`config.mk`:
```
export PLATFORM = sky130hd
export DESIGN_NAME = uart_rx_top
export DESIGN_NICKNAME = d
export VERILOG_FILES = /design/src/rtl/uart_rx_pkg.sv /design/src/rtl/uart_rx_edge_bit_counter.sv /design/src/rtl/uart_rx_top.sv
export SDC_FILE = /design/constraint.sdc
export NUM_CORES = 1
export LEC_CHECK = 0
export CAP_MARGIN = 20
export CORE_MARGIN = 4
export CORE_UTILIZATION = 56
export CTS_CLUSTER_DIAMETER = 60
export DETAILED_ROUTE_END_ITERATION = 12
export PLACE_DENSITY = 0.76
export SLEW_MARGIN = 20
export SYNTH_ARGS = -nofsm -noshare
export SYNTH_HDL_FRONTEND = slang
export SYNTH_HIERARCHICAL = 1
export SYNTH_SLANG_ARGS = --single-unit
```
`constraint.sdc`:
```
create_clock -name CLK -period 3.4 [get_ports CLK]
set_input_delay 0.68 -clock CLK [delete_from_list [all_inputs] [get_ports CLK]]
set_output_delay 0.68 -clock CLK [all_outputs]
set_load 0.05 [all_outputs]
```
`src/rtl/uart_rx_pkg.sv`:
```
// Shared definitions for the UART receiver: FSM state encoding, legal prescale
// bounds, parity-type constants and the 2-of-3 vote used by the majority sampler.
package uart_rx_pkg;

    typedef enum logic [2:0] {
        ST_IDLE   = 3'd0,
        ST_START  = 3'd1,
        ST_DATA   = 3'd2,
        ST_PARITY = 3'd3,
        ST_STOP   = 3'd4
    } rx_state_e;

    localparam int unsigned PRESCALE_MIN = 8;
    localparam int unsigned PRESCALE_MAX = 32;

    localparam logic PAR_EVEN = 1'b0;
    localparam logic PAR_ODD  = 1'b1;

    function automatic logic maj3(input logic a, input logic b, input logic c);
        return (a & b) | (a & c) | (b & c);
    endfunction

endpackage

```
`src/rtl/uart_rx_edge_bit_counter.sv`:
```
// Per-bit edge counter and data-bit counter with latched prescale; produces the
// sample, decision and bit-end strobes. Sample strobes widen under UART_RX_MAJORITY_EN.
module uart_rx_edge_bit_counter
    import uart_rx_pkg::*;
#(
    parameter int FRAME_WIDTH    = 8,
    parameter int PRESCALE_WIDTH = 6
) (
    input  logic                      CLK,
    input  logic                      RST,
    input  logic                      enable_i,
    input  logic                      clear_i,
    input  logic                      load_i,
    input  logic                      bit_inc_i,
    input  logic [PRESCALE_WIDTH-1:0] prescale_i,
    output logic                      sample_o,
    output logic                      decide_o,
    output logic                      bit_end_o,
    output logic                      bit_last_o
);
    localparam int BW = (FRAME_WIDTH > 1) ? $clog2(FRAME_WIDTH) : 1;
    localparam logic [BW-1:0] BIT_LAST = BW'(FRAME_WIDTH - 1);
    localparam logic [BW-1:0] BIT_ONE  = BW'(1);
    localparam logic [PRESCALE_WIDTH-1:0] ONE = PRESCALE_WIDTH'(1);

    logic [PRESCALE_WIDTH-1:0] prescale_q;
    logic [PRESCALE_WIDTH-1:0] half;
    logic [PRESCALE_WIDTH-1:0] edge_cnt_q, edge_cnt_d;
    logic [BW-1:0]             bit_cnt_q, bit_cnt_d;

    assign half       = prescale_q >> 1;
    assign bit_end_o  = (edge_cnt_q == (prescale_q - ONE));
    assign decide_o   = (edge_cnt_q == (half + ONE));
    assign bit_last_o = (bit_cnt_q == BIT_LAST);

`ifdef UART_RX_MAJORITY_EN
    assign sample_o = (edge_cnt_q == (half - ONE)) || (edge_cnt_q == half);
`else
    assign sample_o = (edge_cnt_q == half);
`endif

    always_comb begin
        edge_cnt_d = edge_cnt_q;
        bit_cnt_d  = bit_cnt_q;
        if (clear_i) begin
            edge_cnt_d = '0;
            bit_cnt_d  = '0;
        end else if (enable_i) begin
            if (bit_end_o) begin
                edge_cnt_d = '0;
                if (bit_inc_i) begin
                    bit_cnt_d = bit_last_o ? '0 : bit_cnt_q + BIT_ONE;
                end
            end else begin
                edge_cnt_d = edge_cnt_q + ONE;
            end
        end
    end

    always_ff @(posedge CLK or posedge RST) begin
        if (RST) begin
            prescale_q <= PRESCALE_WIDTH'(PRESCALE_MIN);
            edge_cnt_q <= '0;
            bit_cnt_q  <= '0;
        end else begin
            if (load_i) begin
                prescale_q <= prescale_i;
            end
            edge_cnt_q <= edge_cnt_d;
            bit_cnt_q  <= bit_cnt_d;
        end
    end

endmodule

```
`src/rtl/uart_rx_top.sv`:
```
// Oversampling UART receiver: start-bit glitch rejection, LSB-first deserializer,
// optional parity and stop-bit checks. UART_RX_MAJORITY_EN selects 2-of-3 bit voting.
//
// state     | meaning
// ST_IDLE   | line idle, waiting for a low sample (start edge 0)
// ST_START  | inside start bit, high at decision point means glitch
// ST_DATA   | shifting data bits in, LSB first
// ST_PARITY | capturing the parity bit
// ST_STOP   | capturing the stop bit, frame result issued after last edge
module uart_rx_top
    import uart_rx_pkg::*;
#(
    parameter int FRAME_WIDTH    = 8,
    parameter int PRESCALE_WIDTH = 6
) (
    input  logic                      CLK,
    input  logic                      RST,
    input  logic                      RX_IN,
    input  logic [PRESCALE_WIDTH-1:0] Prescale,
    input  logic                      PAR_EN,
    input  logic                      PAR_TYP,
    output logic [FRAME_WIDTH-1:0]    P_DATA,
    output logic                      Data_Valid,
    output logic                      par_err,
    output logic                      stp_err,
    output logic                      busy
);
    rx_state_e state_q, state_d;

    logic                   par_en_q, par_typ_q;
    logic [FRAME_WIDTH-1:0] shift_q, p_data_q;
    logic                   par_bit_q, stop_bit_q;
    logic                   data_valid_q, par_err_q, stp_err_q;
    logic                   sample, decide, bit_end, bit_last;
    logic                   start_det, bit_val, frame_end, frame_good, par_ok, clear_cnt;

`ifdef UART_RX_MAJORITY_EN
    logic [1:0] samp_q;
    // third vote is the live line value at the decision edge
    assign bit_val = maj3(samp_q[1], samp_q[0], RX_IN);
`else
    logic samp_q;
    assign bit_val = samp_q;
`endif

    // busy covers the detection cycle itself, before the FSM has left IDLE
    assign start_det  = (state_q == ST_IDLE) && !RX_IN;
    assign busy       = (state_q != ST_IDLE) || start_det;
    assign frame_end  = (state_q == ST_STOP) && bit_end;
    assign clear_cnt  = (state_d == ST_IDLE);
    assign par_ok     = !par_en_q || (par_bit_q == ((^shift_q) ^ (par_typ_q == PAR_ODD)));
    assign frame_good = par_ok && stop_bit_q;

    uart_rx_edge_bit_counter #(
        .FRAME_WIDTH   (FRAME_WIDTH),
        .PRESCALE_WIDTH(PRESCALE_WIDTH)
    ) u_cnt (
        .CLK       (CLK),
        .RST       (RST),
        .enable_i  (busy),
        .clear_i   (clear_cnt),
        .load_i    (start_det),
        .bit_inc_i (state_q == ST_DATA),
        .prescale_i(Prescale),
        .sample_o  (sample),
        .decide_o  (decide),
        .bit_end_o (bit_end),
        .bit_last_o(bit_last)
    );

    always_ff @(posedge CLK or posedge RST) begin
        if (RST) begin
            state_q <= ST_IDLE;
        end else begin
            state_q <= state_d;
        end
    end

    always_comb begin
        state_d = state_q;
        case (state_q)
            ST_IDLE:   if (!RX_IN) state_d = ST_START;
            ST_START: begin
                if (decide && bit_val) begin
                    state_d = ST_IDLE;
                end else if (bit_end) begin
                    state_d = ST_DATA;
                end
            end
            ST_DATA:   if (bit_end && bit_last) state_d = par_en_q ? ST_PARITY : ST_STOP;
            ST_PARITY: if (bit_end) state_d = ST_STOP;
            ST_STOP:   if (bit_end) state_d = ST_IDLE;
            default:   state_d = ST_IDLE;
        endcase
    end

    always_ff @(posedge CLK or posedge RST) begin
        if (RST) begin
            par_en_q     <= 1'b0;
            par_typ_q    <= 1'b0;
            samp_q       <= '0;
            shift_q      <= '0;
            par_bit_q    <= 1'b0;
            stop_bit_q   <= 1'b0;
            p_data_q     <= '0;
            data_valid_q <= 1'b0;
            par_err_q    <= 1'b0;
            stp_err_q    <= 1'b0;
        end else begin
            if (start_det) begin
                par_en_q  <= PAR_EN;
                par_typ_q <= PAR_TYP;
            end
            if (sample) begin
`ifdef UART_RX_MAJORITY_EN
                samp_q <= {samp_q[0], RX_IN};
`else
                samp_q <= RX_IN;
`endif
            end
            if (decide) begin
                case (state_q)
                    ST_DATA:   shift_q    <= {bit_val, shift_q[FRAME_WIDTH-1:1]};
                    ST_PARITY: par_bit_q  <= bit_val;
                    ST_STOP:   stop_bit_q <= bit_val;
                    default:   ;
                endcase
            end
            data_valid_q <= frame_end && frame_good;
            par_err_q    <= frame_end && !par_ok;
            stp_err_q    <= frame_end && !stop_bit_q;
            if (frame_end && frame_good) begin
                p_data_q <= shift_q;
            end
        end
    end

    assign P_DATA     = p_data_q;
    assign Data_Valid = data_valid_q;
    assign par_err    = par_err_q;
    assign stp_err    = stp_err_q;

endmodule

```
==> flow_summary.yaml, run 1 <==
run_status:
  status: "completed"
setup_path:
  reg2reg_to: "u_cnt/edge_cnt_q[0]"
  cp.required_ns: 3.55
  rr_worst_depth: 13
  r2r-start: "u_cnt/prescale_q[2]"
  end_kind: "flip-flop"
  crit_arrival_ns: 3.18
  cp_max_fo: 10
  r2r_slack_ns: 0.36
  cp-start-kind: "flip-flop"
  worst-setup-path-type: "reg -> reg"
logic_synthesis:
  ys_seq_area_frac: 0.4685
  yosys_warnings: 6
  synth_flop_cell: "dfrtp_1"
  syn_nets: 216
  syn_area_mm2: 0.002246
  synth-edff-count: 0
  synth_area_leaders: "dfrtp_1 46%, mux2_2 12%, xnor2_1 7.0%, xor2_1 3.9%, ha_1 3.3%"
  ys_ff_latch: 42
  async_flop_share: 1.000
  synth_area_leader_cell: "dfrtp_1"
  syn_inst: 199
  synth_top_area_share: 0.4568
  synth_cell_type_count: 39
  syn_area_per_cell_um2: 11.29
place:
  dpl.cell_count: 263
  place_congestion: 0.9659
  place_area_mm2: 0.002505
  io_buffers: 22
  hpwlAfterDp_mm: 3.209
floorplan:
  io_pins: 23
  fp.dieW_um: 71.33
  die_y_um: 71.33
  die_area_mm2: 0.005088
  coreArea_mm2: 0.003771
  start_util: 0.5956
  rows: 22
cts:
  clk_pin_slew_worst_paths_ns: 0.08
  post_cts_buffers: 0
  clkSinkCount: 42
  clk_path_buf_depth: 2
  cts_tree: "built"
  cts_hold_buf: 0
  cts_buffers: 5
  clock_latency_ns: 0.29
  htreeDepth: 2
  root_buffer: "clkbuf_8"
  cts-resized-gates: 0
sta:
  hold_ws_ns: 0.4745
  maxSlewViolCount: 0
  tns_ns: 0
  slew-limit-headroom: 0.5516
  skew_ns: 0.007133
  fin_crit_sh: 0.8930
  post-route-min-period_ns: 3.036
  clock.fmax_mhz: 329.4
  hold_viol_final: 0
  setup_viol: 0
  grt_setup_unrepaired: "no"
  tightest_slew_ns: 0.6665
grt:
  first_global_vias: 1575
  gr-usage-all-layers: 0.1822
  grt_max_degree: 28
  antenna_found_initial: 0
  gr-total-overflow: 0
  grt_pass1_wl_mm: 7.334
hold_path:
  min_path_type: "reg -> reg"
  hold-path-endpoint: "stp_err"
  hold_depth: 1
  worstHoldStart: "stop_bit_q"
flow_run:
  maxCapViolCount: 0
routing:
  drtAntennaViolNets: 0
  drt_iter0_drc: 70
  first_pass_iters: 4
  avgRoutedWirePerCell_um: 15.87
  drc: 0
  num_vias: 1534
  via_per_inst: 5.661
  routed_wl_mm: 4.301
power_and_ir_drop:
  pwr_density_cell_mw_per_mm2: 730.8
  p_leak_nw: 1.135
  vdd.ir_drop.worst_v: 0.0004211
cells_and_area:
  syn2layout_area_growth_pct: 15.38
  finalNonFillerCells: 271
  final_cell_mix: "41 x dfrtp_1, 24 x mux2_2, 21 x clkdlybuf4s50_1"
  final_util: 0.6871
  fin_nets: 239
  nFillCells: 285
  drive_above_1_share: 0.2063
  final_area_mm2: 0.002591
  antenna_cells: 0
  final_common_cell: "dfrtp_1"
## synthesized netlist by cell type (2+ instances only)
cell and instances:
xnor2_1 18, xor2_1 10, nor3b_1 3, nor2b_1 2, o21ai_0 9, nor2_1 6
a2111oi_2 3, dfrtp_1 41, nand3b_1 2, clkbuf_1 4, a21oi_1 6, buf_2 2
nand3_1 8, inv_1 8, nand2_1 10, nand4_1 4, nand2b_1 3, nor4_1 3
ha_1 6, and3_1 4, mux2_2 24, o211ai_1 3, nor3_1 4
## how the worst max path moves through the flow
stage / endpoint / slack, ns / cells after the start / from
final: u_cnt/edge_cnt_q[0] / 0.36 / 13 / u_cnt/prescale_q[2]
after global placement: u_cnt/edge_cnt_q[0] / 0.70 / 13 / u_cnt/prescale_q[2]
after CTS: u_cnt/edge_cnt_q[0] / 0.41 / 13 / u_cnt/prescale_q[2]
after global routing: u_cnt/edge_cnt_q[0] / 0.05 / 13 / u_cnt/prescale_q[2]
after floorplan: u_cnt/edge_cnt_q[0] / 0.72 / 13 / u_cnt/prescale_q[1]
after detailed placement: u_cnt/edge_cnt_q[0] / 0.52 / 13 / u_cnt/prescale_q[2]
## where the power goes
part | switching (mW) | total [mW] | internal (mW)
Clock | 0.164 | 0.309 | 0.145
Combinational | 0.434 | 0.817 | 0.383
Sequential | 0.167 | 0.768 | 0.601
Total | 0.765 | 1.89 | 1.13
## worst max-delay path, stage by stage (launching register included)
cell	delay, ns
dfrtp_1	0.45
inv_1	0.09
ha_1	0.30
xnor2_1	0.19
o211ai_1	0.13
nor4_1	0.61
nand2_1	0.17
o211ai_1	0.20
nand3b_1	0.13
nor3_1	0.20
buf_4	0.21
nor2_1	0.05
nand2_1	0.07
o22ai_1	0.08
## registers in the layout, indices dropped and copies added, names as in the netlist
register / cells
P_DATA: 8
shift_q: 8
u_cnt/edge_cnt_q: 6
u_cnt/prescale_q: 6
state_q: 3
u_cnt/bit_cnt_q: 3
Data_Valid: 1
bit_val: 1
par_bit_q: 1
par_en_q: 1
par_err: 1
par_typ_q: 1
stop_bit_q: 1
stp_err: 1
## layer usage
layer | part of all wire | track usage | up-vias
met2 | 0.45 | 0.2653 | 45
met5 | 0 | 0 | -
met4 | 0.019 | 0.07516 | 0
met1 | 0.47 | 0.2618 | 738
met3 | 0.060 | 0.04208 | 8
li1 | - | - | 743
## area by class of cell
class / instances / area, µm² / area share
Timing Repair Buffer: 25 / 240.2 / 0.09271
Clock inverter: 2 / 13.76 / 0.005311
Tap cell: 48 / 60.06 / 0.02318
Multi-Input combinational cell: 140 / 1122 / 0.4331
Sequential cell: 42 / 1052 / 0.4061
Clock buffer: 6 / 72.57 / 0.02801
Inverter: 8 / 30.03 / 0.01159
## logic make-up after synthesis
group | after synthesis | synth area share
buf+inv | 17 | 0.03454
simple gates | 56 | 0.1432
xor+xnor | 29 | 0.1192
compound gates | 25 | 0.08078
mux | 24 | 0.1203
fa+ha+maj | 6 | 0.03343
flops | 42 | 0.4685
## through the flow
| stage | worst slack (ns) | power [mW] |
|---|---|---|
| CTS | 0.4146 | 1.900 |
| global placement | 0.6984 | 1.544 |
| detailed placement | 0.5236 | 1.575 |
| finish | 0.3638 | 1.894 |
| global route | 0.04654 | 2.026 |
| floorplan | 0.7249 | 1.393 |
Note: power is estimated with default switching activity, not from simulation.
==> run 2: changes to the inputs <==
Settings changed: CAP_MARGIN 20 to 40.
==> run 2 against run 1 <==
  * Worst setup slack better by 0.011 ns
  * Sequential share of layout area fell by 0.43 points
  * Design area increased by 1.1%
  * Clock skew is 0.00086 ns lower
  * Sequential cell count unchanged
  * First-iteration DRC count is 1.4% lower
  * Clock-buffer cell count unchanged
  * Worst hold slack got worse by 0.020 ns
  * Critical path type unchanged
  * Critical endpoint unchanged
  * Highest routed layer unchanged
==> flow_summary.yaml, run 2 (synthesis results as in run 1) <==
run_status:
  status: "completed"
sta:
  grt_setup_unrepaired: "no"
  setup_viol: 0
  skew_ns: 0.006275
  tns_ns: 0
  slew-limit-headroom: 0.5223
  clock.fmax_mhz: 330.6
  maxSlewViolCount: 0
  fin_crit_sh: 0.8897
  hold_ws_ns: 0.4545
  tightest_slew_ns: 0.7100
  post-route-min-period_ns: 3.025
  hold_viol_final: 0
routing:
  routed_wl_mm: 4.291
  drt_iter0_drc: 69
  via_per_inst: 5.636
  first_pass_iters: 4
  num_vias: 1533
  avgRoutedWirePerCell_um: 15.78
  drc: 0
  drtAntennaViolNets: 0
cells_and_area:
  final_common_cell: "dfrtp_1"
  fin_nets: 240
  drive_above_1_share: 0.2054
  nFillCells: 276
  syn2layout_area_growth_pct: 16.60
  final_cell_mix: "41 x dfrtp_1, 24 x mux2_2, 21 x clkdlybuf4s50_1"
  antenna_cells: 0
setup_path:
  crit_arrival_ns: 3.17
  cp_top_family: "simple AND/OR/NAND/NOR gates"
  crit_chain: "inv_1, ha_1, xnor2_1, o211ai_1, nor4_1, nand2_1, o211ai_1, nand3b_1, nor3_1, buf_4, nor2_1, nand2_1, o22ai_1"
  slowest_stage: "nor4_1"
  cp_max_fo: 10
  reg2reg_to: "u_cnt/edge_cnt_q[0]"
  cp.required_ns: 3.55
  path_buf_inv: 2
  worst-setup-path-type: "reg -> reg"
  r2r-start: "u_cnt/prescale_q[2]"
  end_kind: "flip-flop"
  startpoint: "u_cnt/prescale_q[2]"
  cp-start-kind: "flip-flop"
  r2r_slack_ns: 0.38
  rr_worst_depth: 13
  critical_path.max_stage_delay_ns: 0.64
cts:
  cts_tree: "built"
  cts-resized-gates: 0
  htreeDepth: 2
  root_buffer: "clkbuf_8"
  cts_buffers: 5
  clk_pin_slew_worst_paths_ns: 0.08
  clkSinkCount: 42
  clk_path_buf_depth: 2
  cts_hold_buf: 0
  clock_latency_ns: 0.29
  post_cts_buffers: 0
floorplan:
  start_util: 0.5956
  fp.dieW_um: 71.33
  coreArea_mm2: 0.003771
  rows: 22
  die_area_mm2: 0.005088
  die_y_um: 71.33
  io_pins: 23
grt:
  antenna_found_initial: 0
  gr-usage-all-layers: 0.1837
  first_global_vias: 1531
  gr-total-overflow: 0
  grt_max_degree: 19
  grt_pass1_wl_mm: 7.314
power_and_ir_drop:
  pwr_density_cell_mw_per_mm2: 723.3
  finalPower_mw: 1.894
  vdd.ir_drop.worst_v: 0.0004784
  p_leak_nw: 1.149
hold_path:
  hold_depth: 1
  min_path_type: "reg -> reg"
  hold-path-endpoint: "stp_err"
  worstHoldStart: "stop_bit_q"
place:
  io_buffers: 22
  hpwlAfterDp_mm: 3.237
  place_congestion: 0.9659
flow_run:
  maxCapViolCount: 0
==> run 2: worst max path at each step <==
stage	cells after the start	slack (ns)	endpoint
after floorplan	13	0.72	u_cnt/edge_cnt_q[0]
after CTS	13	0.45	u_cnt/edge_cnt_q[0]
after global placement	13	0.70	u_cnt/edge_cnt_q[0]
final	13	0.38	u_cnt/edge_cnt_q[0]
after detailed placement	13	0.49	u_cnt/edge_cnt_q[0]
after global routing	13	0.09	u_cnt/edge_cnt_q[0]
==> run 2: per-layer routing <==
metal,track usage,vias up,routed length (µm)
li1,-,752,-
met1,0.2726,734,2096
met2,0.2612,42,1844
met3,0.03787,5,298
met4,0.07516,0,52
met5,0,-,0
==> run 2: power by group <==
| part | total [mW] | switching, mW | internal [mW] |
|---|---|---|---|
| sequential | 0.768 | 0.167 | 0.601 |
| combinational | 0.814 | 0.429 | 0.385 |
| clock | 0.312 | 0.167 | 0.145 |
| total | 1.89 | 0.763 | 1.13 |
==> run 2: cell type report <==
class	instances	area, µm²	area share
timing repair buffer	26	267.8	0.1022
tap	48	60.06	0.02293
clock inverter	2	13.76	0.005256
inverter	8	30.03	0.01147
multi-input combinational	140	1122	0.4286
clock buffer	6	72.57	0.02771
sequential	42	1052	0.4018
==> run 2: metrics by stage <==
stage,cell area (µm²),setup slack [ns],util,cells
after global routing,2619,0.09425,0.6944,272
final,2619,0.3750,0.6944,272
after global placement,2505,0.6984,0.6642,263
after floorplan,2246,0.7249,-,199
after CTS,2619,0.4487,0.6944,272
after detailed placement,2532,0.4875,0.6715,264
